## src/rtl/ex3_share_ctrl.sv

```systemverilog
// ex3_share_ctrl: round-robin arbiter that time-shares one multi-cycle
// test_ex3 unit among N_REQ requesters. One operand is in flight at a time.
// The result, or a timeout error, is returned to the requester that issued it.
module ex3_share_ctrl #(
  parameter int N_REQ   = 4,
  parameter int XW      = 4,
  parameter int YW      = 5,
  parameter int TIMEOUT = 200
) (
  input  logic               clk,
  input  logic               rst,
  input  logic [N_REQ-1:0]    req,
  input  logic [N_REQ*XW-1:0] req_x,
  output logic [N_REQ-1:0]    gnt,
  output logic                busy,
  output logic [N_REQ-1:0]    rsp_val,
  output logic [YW-1:0]       rsp_y,
  output logic                rsp_err,
  output logic                u_xval,
  output logic [XW-1:0]       u_x,
  input  logic [YW-1:0]       u_y,
  input  logic                u_yval
);

  localparam int IW = $clog2(N_REQ);
  localparam logic [8:0] TO9 = 9'(TIMEOUT);

  typedef enum logic [1:0] {S_IDLE, S_ISSUE, S_WAIT, S_RESP} state_t;

  state_t             state_q, state_d;
  logic [IW-1:0]      idx_q, idx_d;
  logic [IW-1:0]      ptr_q, ptr_d;
  logic [XW-1:0]      x_q, x_d;
  logic [7:0]         cnt_q, cnt_d;
  logic [N_REQ-1:0]   gnt_q, gnt_d;
  logic [N_REQ-1:0]   rsp_val_q, rsp_val_d;
  logic [YW-1:0]      rsp_y_q, rsp_y_d;
  logic               rsp_err_q, rsp_err_d;
  logic               u_xval_q, u_xval_d;

  logic               sel_found;
  logic [IW-1:0]      sel_idx;

  // Round-robin pick: first requesting index at or after the pointer, wrapping.
  always_comb begin
    int            cand;
    logic [IW-1:0] cand_i;
    sel_found = 1'b0;
    sel_idx   = '0;
    cand      = 0;
    cand_i    = '0;
    for (int i = 0; i < N_REQ; i++) begin
      cand   = (int'(ptr_q) + i) % N_REQ;
      cand_i = IW'(cand);
      if (!sel_found && req[cand_i]) begin
        sel_found = 1'b1;
        sel_idx   = cand_i;
      end
    end
  end

  // Next-state and next-output logic; every output is a flop set on entry
  // to the state in which it must be visible.
  always_comb begin
    state_d   = state_q;
    idx_d     = idx_q;
    ptr_d     = ptr_q;
    x_d       = x_q;
    cnt_d     = cnt_q;
    gnt_d     = '0;
    rsp_val_d = '0;
    rsp_y_d   = '0;
    rsp_err_d = 1'b0;
    u_xval_d  = 1'b0;
    case (state_q)
      S_IDLE: begin
        if (sel_found) begin
          state_d          = S_ISSUE;
          idx_d            = sel_idx;
          x_d              = req_x[int'(sel_idx)*XW +: XW];
          gnt_d[sel_idx]   = 1'b1;
          u_xval_d         = 1'b1;
        end
      end
      S_ISSUE: begin
        cnt_d   = '0;
        state_d = S_WAIT;
      end
      S_WAIT: begin
        cnt_d = cnt_q + 8'd1;
        // A done pulse on the timeout cycle still counts as a real result.
        if (u_yval) begin
          state_d          = S_RESP;
          rsp_val_d[idx_q] = 1'b1;
          rsp_y_d          = u_y;
        end else if (({1'b0, cnt_q} + 9'd1) == TO9) begin
          state_d          = S_RESP;
          rsp_val_d[idx_q] = 1'b1;
          rsp_err_d        = 1'b1;
        end
      end
      S_RESP: begin
        if (int'(idx_q) == N_REQ - 1) ptr_d = '0;
        else                          ptr_d = idx_q + 1'b1;
        state_d = S_IDLE;
      end
      default: state_d = S_IDLE;
    endcase
  end

  // State and output registers; reset drops everything back to idle.
  always_ff @(posedge clk) begin
    if (rst) begin
      state_q   <= S_IDLE;
      idx_q     <= '0;
      ptr_q     <= '0;
      x_q       <= '0;
      cnt_q     <= '0;
      gnt_q     <= '0;
      rsp_val_q <= '0;
      rsp_y_q   <= '0;
      rsp_err_q <= 1'b0;
      u_xval_q  <= 1'b0;
    end else begin
      state_q   <= state_d;
      idx_q     <= idx_d;
      ptr_q     <= ptr_d;
      x_q       <= x_d;
      cnt_q     <= cnt_d;
      gnt_q     <= gnt_d;
      rsp_val_q <= rsp_val_d;
      rsp_y_q   <= rsp_y_d;
      rsp_err_q <= rsp_err_d;
      u_xval_q  <= u_xval_d;
    end
  end

  assign gnt     = gnt_q;
  assign rsp_val = rsp_val_q;
  assign rsp_y   = rsp_y_q;
  assign rsp_err = rsp_err_q;
  assign u_xval  = u_xval_q;
  assign u_x     = x_q;
  assign busy    = (state_q != S_IDLE);

endmodule

```

## config.mk

```make
export PLATFORM = sky130hd
export DESIGN_NAME = ex3_share_ctrl
export DESIGN_NICKNAME = d
export VERILOG_FILES = /design/src/rtl/ex3_share_ctrl.sv
export SDC_FILE = /design/constraint.sdc
export NUM_CORES = 1
export LEC_CHECK = 0
export CAP_MARGIN = 0
export CORE_MARGIN = 1
export CORE_UTILIZATION = 45
export DETAILED_ROUTE_END_ITERATION = 8
export HOLD_SLACK_MARGIN = 0.02
export PLACE_DENSITY_LB_ADDON = 0.2
export RECOVER_POWER = 25
export SETUP_SLACK_MARGIN = 0.4
export SLEW_MARGIN = 40
export SYNTH_ARGS = -nofsm -noshare
export SYNTH_HDL_FRONTEND = slang
export SYNTH_SLANG_ARGS = --single-unit
export TNS_END_PERCENT = 30
```

## constraint.sdc

```tcl
create_clock -name clk -period 1.9 [get_ports clk]
set_clock_uncertainty 0.05 [all_clocks]
set_input_delay 0.57 -clock clk [delete_from_list [all_inputs] [get_ports clk]]
set_output_delay 0.57 -clock clk [all_outputs]
set_load 0.01 [all_outputs]
```

==> run summary <==
The flow ran to the end, and the final reports show no timing, DRC or antenna violations. The worst setup path is of the primary input to flop kind. The total wire length is 4158 um, and the mean instance size in the synthesized netlist is 8.939 um2. The tools report the clock tree root buffer cell as sky130_fd_sc_hd__clkbuf_4. In the synthesized netlist the dominant register cell turns out to be sky130_fd_sc_hd__dfxtp_1.

TritonCTS built the clock tree. The routed wire length per instance was 13.72 um; the post-layout worst setup margin was 0.1511 ns. The delay contributed by the slowest stage of the critical path was 0.63 ns. The share of cells above drive strength 1 works out to 34.24%. The startpoint identified for the worst register-to-register timing path is state_q[0]. For this block, the via count after detailed routing is 1550.

Setup repair after global routing could not meet its margin everywhere. The number of input and output port buffers inserted came out at 47. The tools report the endpoint with the worst hold slack as u_x[0]. After global routing, the most crowded layer is met2.

The tools report the met2 track utilization from global routing as 40.25%. After technology mapping, the gate count stands at 180. The number of antenna violations at the first check in global routing was 0; the async set-or-reset flop fraction in the synthesized netlist was 0%. Counting the fill cells in the layout gives 252. For this run, the detailed router's first-pass iteration total came to 4. The total area inside the core boundary comes to 3390 um2.

For the worst setup path, the data required time is 2.09 ns. For the cell area after placement, the log shows 2228 um2. The met3 track utilization from global routing came out at 6.211%. After the last flow step, the layout net total stands at 293. The number of synthesized flops with an enable pin came out at 0. The clock reaches the later pin of the worst-skew pair after 0.34 ns. The run gives 21 as the number of cell rows. For this design the top-level I/O count stands at 48.

The worst hold path was traced through 2 stages. Of the total synthesized cell area, the portion taken by full adders, half adders and majority gates is 6.998%. Dividing the detail-routed via count by the number of cells gives 5.116. The final-report max-slew violation count is 0. Hold violation count in the final report: 0. The first global-routing pass estimated 6141 um of wire. For the weighted congestion at the end of routability-driven global placement, the log shows 0.8914. For this run, design rule violations remaining after detail routing come to 0. Dominant combinational cell family by area after synthesis: simple AND/OR/NAND/NOR gates. The final core area utilization is 74.38%. The endpoint of the lowest-slack register-to-register path is state_q[0].

Traced cell by cell, the critical path runs through dlygate4sd3_1 > nor2_1 > nand2_2 > o221ai_1. The post-placement cell count is 281, and the data arrival time of the critical path is 1.94 ns. The cell area that synthesis handed to floorplanning was 1609 um2.

Summing the areas of all compound-gate instances in the mapped netlist gives 15.09% of the synthesized area. For this configuration, the core starts out at a cell density of 47.47%. The detail route stage leaves a number of antenna-violating nets equal to 0. The multiplexer share of the synthesized area was 7.465%; the max-capacitance violation count was 0. Total power per unit cell area: 904.1 nW/um2.

In this run the horizontal extent of the chip is 61.80 um. Global routing consumed, over all layers together, 22.38% of the routing resources. The worst min-delay path category was flop to flop. The number of standard cells in the final layout excluding fillers came out at 303. The worst setup path is launched from a primary input.

Based on the critical path, the design can be clocked at up to 571.8 MHz. For this design, the sink count on the clock tree is 33. Compared with the post-synthesis result, the final layout area differs by 56.69%. For the finished layout, the period the worst path requires is 1.749 ns.

Entering global routing, the biggest net connects 17 pins. Setup violations remaining at the end of the flow were counted as 0. The run gives 74.94% as the worst relative slew slack. The run gives -0.4331 ns as the worst setup slack after placement. Summing the sequential cell areas from Yosys gives 41.06% of the chip area. The count of buffering cells on the critical path with inverters included was 1. The synthesized netlist devotes 0.5443% of its cell area to XOR and XNOR gates. The floorplan step defined a die boundary enclosing 3819 um2. The slowest stage of the critical path belongs to the cell sky130_fd_sc_hd__dlygate4sd3_1.

0 antenna diodes ended up in the layout. For the met1 routing resource usage after global routing, the log shows 25.79%. Adding up every negative setup slack in the final design gives 0 ns. The synthesized netlist contains 39 unique library cells.

VDD sags by at most 0.7789 mV. The type of destination of the critical path is a flop. After synthesis the netlist holds a flip-flop and latch count of 33. The clock-pin transition on the worst setup and hold timing paths is 0.10 ns, and the number of global-route vias before repair is 1435.

For this block, the initial DRC count from the detailed router was 33. At the pin with the least slew margin, the transition time is 0.3745 ns. The floorplan step set the die height to 61.80 um. The finished cells cover 2521 um2. In this run the most critical hold path is launched from u_x[0]. For flop-to-flop paths, the worst setup slack is 0.23 ns. Post-synthesis net count: 217.

After Yosys synthesis, and, or, nand and nor cells account for 24.88% of the synthesized area. The count of cells along the worst register-to-register path was 8; the biggest fanout along the worst timing path was 6. Once detailed placement completed, the half-perimeter wirelength came to 3007 um. TritonCTS created 5 clock buffers.

For this run the aggregate overflow at the end of global routing stands at 0. Broken down by cell family, the worst path's largest delay share belongs to buffers and inverters. The analysis attributes to cell leakage a power of 0.001092 uW.

The top cell types in the final layout, fill and taps aside, are sky130_fd_sc_hd__nor2_1 (22), sky130_fd_sc_hd__clkdlybuf4s50_1 (22), sky130_fd_sc_hd__buf_4 (21), sky130_fd_sc_hd__dfxtp_1 (18), sky130_fd_sc_hd__dlygate4sd2_1 (13). The count of warnings emitted by yosys was 0; the number of buffers on the longest clock path was 2. Of the available clock period, the critical path in the final layout requires 92.05%.

The H-tree was split into 2 levels.
## worst max-delay path by stage
stage / from / cells past startpoint / to
6_report: rst / 4 / u_x[1]
5_1_grt: rst / 4 / u_x[1]
2_1_floorplan: req[2] / 6 / u_x[0]
3_3_place_gp: req[2] / 7 / u_x[2]
3_5_place_dp: req[1] / 7 / u_x[1]
4_1_cts: state_q[1] / 4 / busy
## kinds of logic (layout without fill, tap and decap cells)
logic type,count (synthesis),in the layout
adder cells (fa/ha/maj),9,9
buffers and inverters,16,93
XOR/XNOR,1,1
flip-flops,33,33
multiplexers,12,12
AND/OR/NAND/NOR,75,75
AO/OA/AOI/OAI,34,34
## synthesized netlist by cell type (all sizes together) (5+ instances only)
cell type | count | area share, %
a21oi | 11 | 3.7
and3 | 6 | 2.3
clkbuf | 5 | 1.2
dfxtp | 33 | 41
ha | 9 | 7.0
inv | 10 | 2.3
mux2i | 12 | 7.5
nand2 | 11 | 2.7
nand2b | 5 | 1.9
nand3b | 5 | 2.3
nor2 | 23 | 5.4
o21ai | 7 | 2.2
o221ai | 5 | 2.7
## power by group
group,total (uW),internal [uW],switching [uW],leakage (uW)
logic,1050,547,501,0.000785
registers,844,787,57.9,0.000277
clock network,387,139,247,0.0000310
total,2280,1470,806,0.00109
## per-stage QoR
stage,total power (uW),hold WS [ns]
after floorplan,1339,0.4188
after global placement,1735,0.4294
after detailed placement,1778,0.4493
after CTS,2246,0.4629
after global routing,2435,0.4830
final,2280,0.4536
## flip-flops by register name, indices dropped and copies added (netlist names)
signal	flops
cnt_q	8
ptr_q	2
u_xval	1
state_q	2
rsp_err	1
rsp_y	5
rsp_val	4
u_x	4
gnt	4
idx_q	2
## metal layers
metal  up-vias  share of wire [%]  wire length [um]
met3         5                3.1               128
met5         -                  0                 0
met1       730                 42              1767
met4         0                1.1                46
met2        32                 53              2216
li1        783                  -                 -
## what timing repair did
action                     CTS  global route
hold buffers                 0             0
resized for setup           91            26
setup buffers                4             9
setup endpoints to repair   43            39
gates cloned                 1             0
pin swaps                    7            14
## cell type report
class,count,area [um2],area share (%)
clock inverters,3,17.52,0.6948
multi-input cells,131,1020,40.45
inverters,10,37.54,1.489
well taps,46,57.56,2.283
clock buffers,5,37.54,1.489
flip-flops and latches,33,694.4,27.54
repair buffers,75,656.9,26.05
## worst min-delay path, stage by stage, from the launching register on
cell and delay (ns):
sky130_fd_sc_hd__dfxtp_2 0.34, sky130_fd_sc_hd__nand3b_1 0.07, sky130_fd_sc_hd__o221ai_1 0.07
Note: power is estimated with default switching activity, not from simulation.
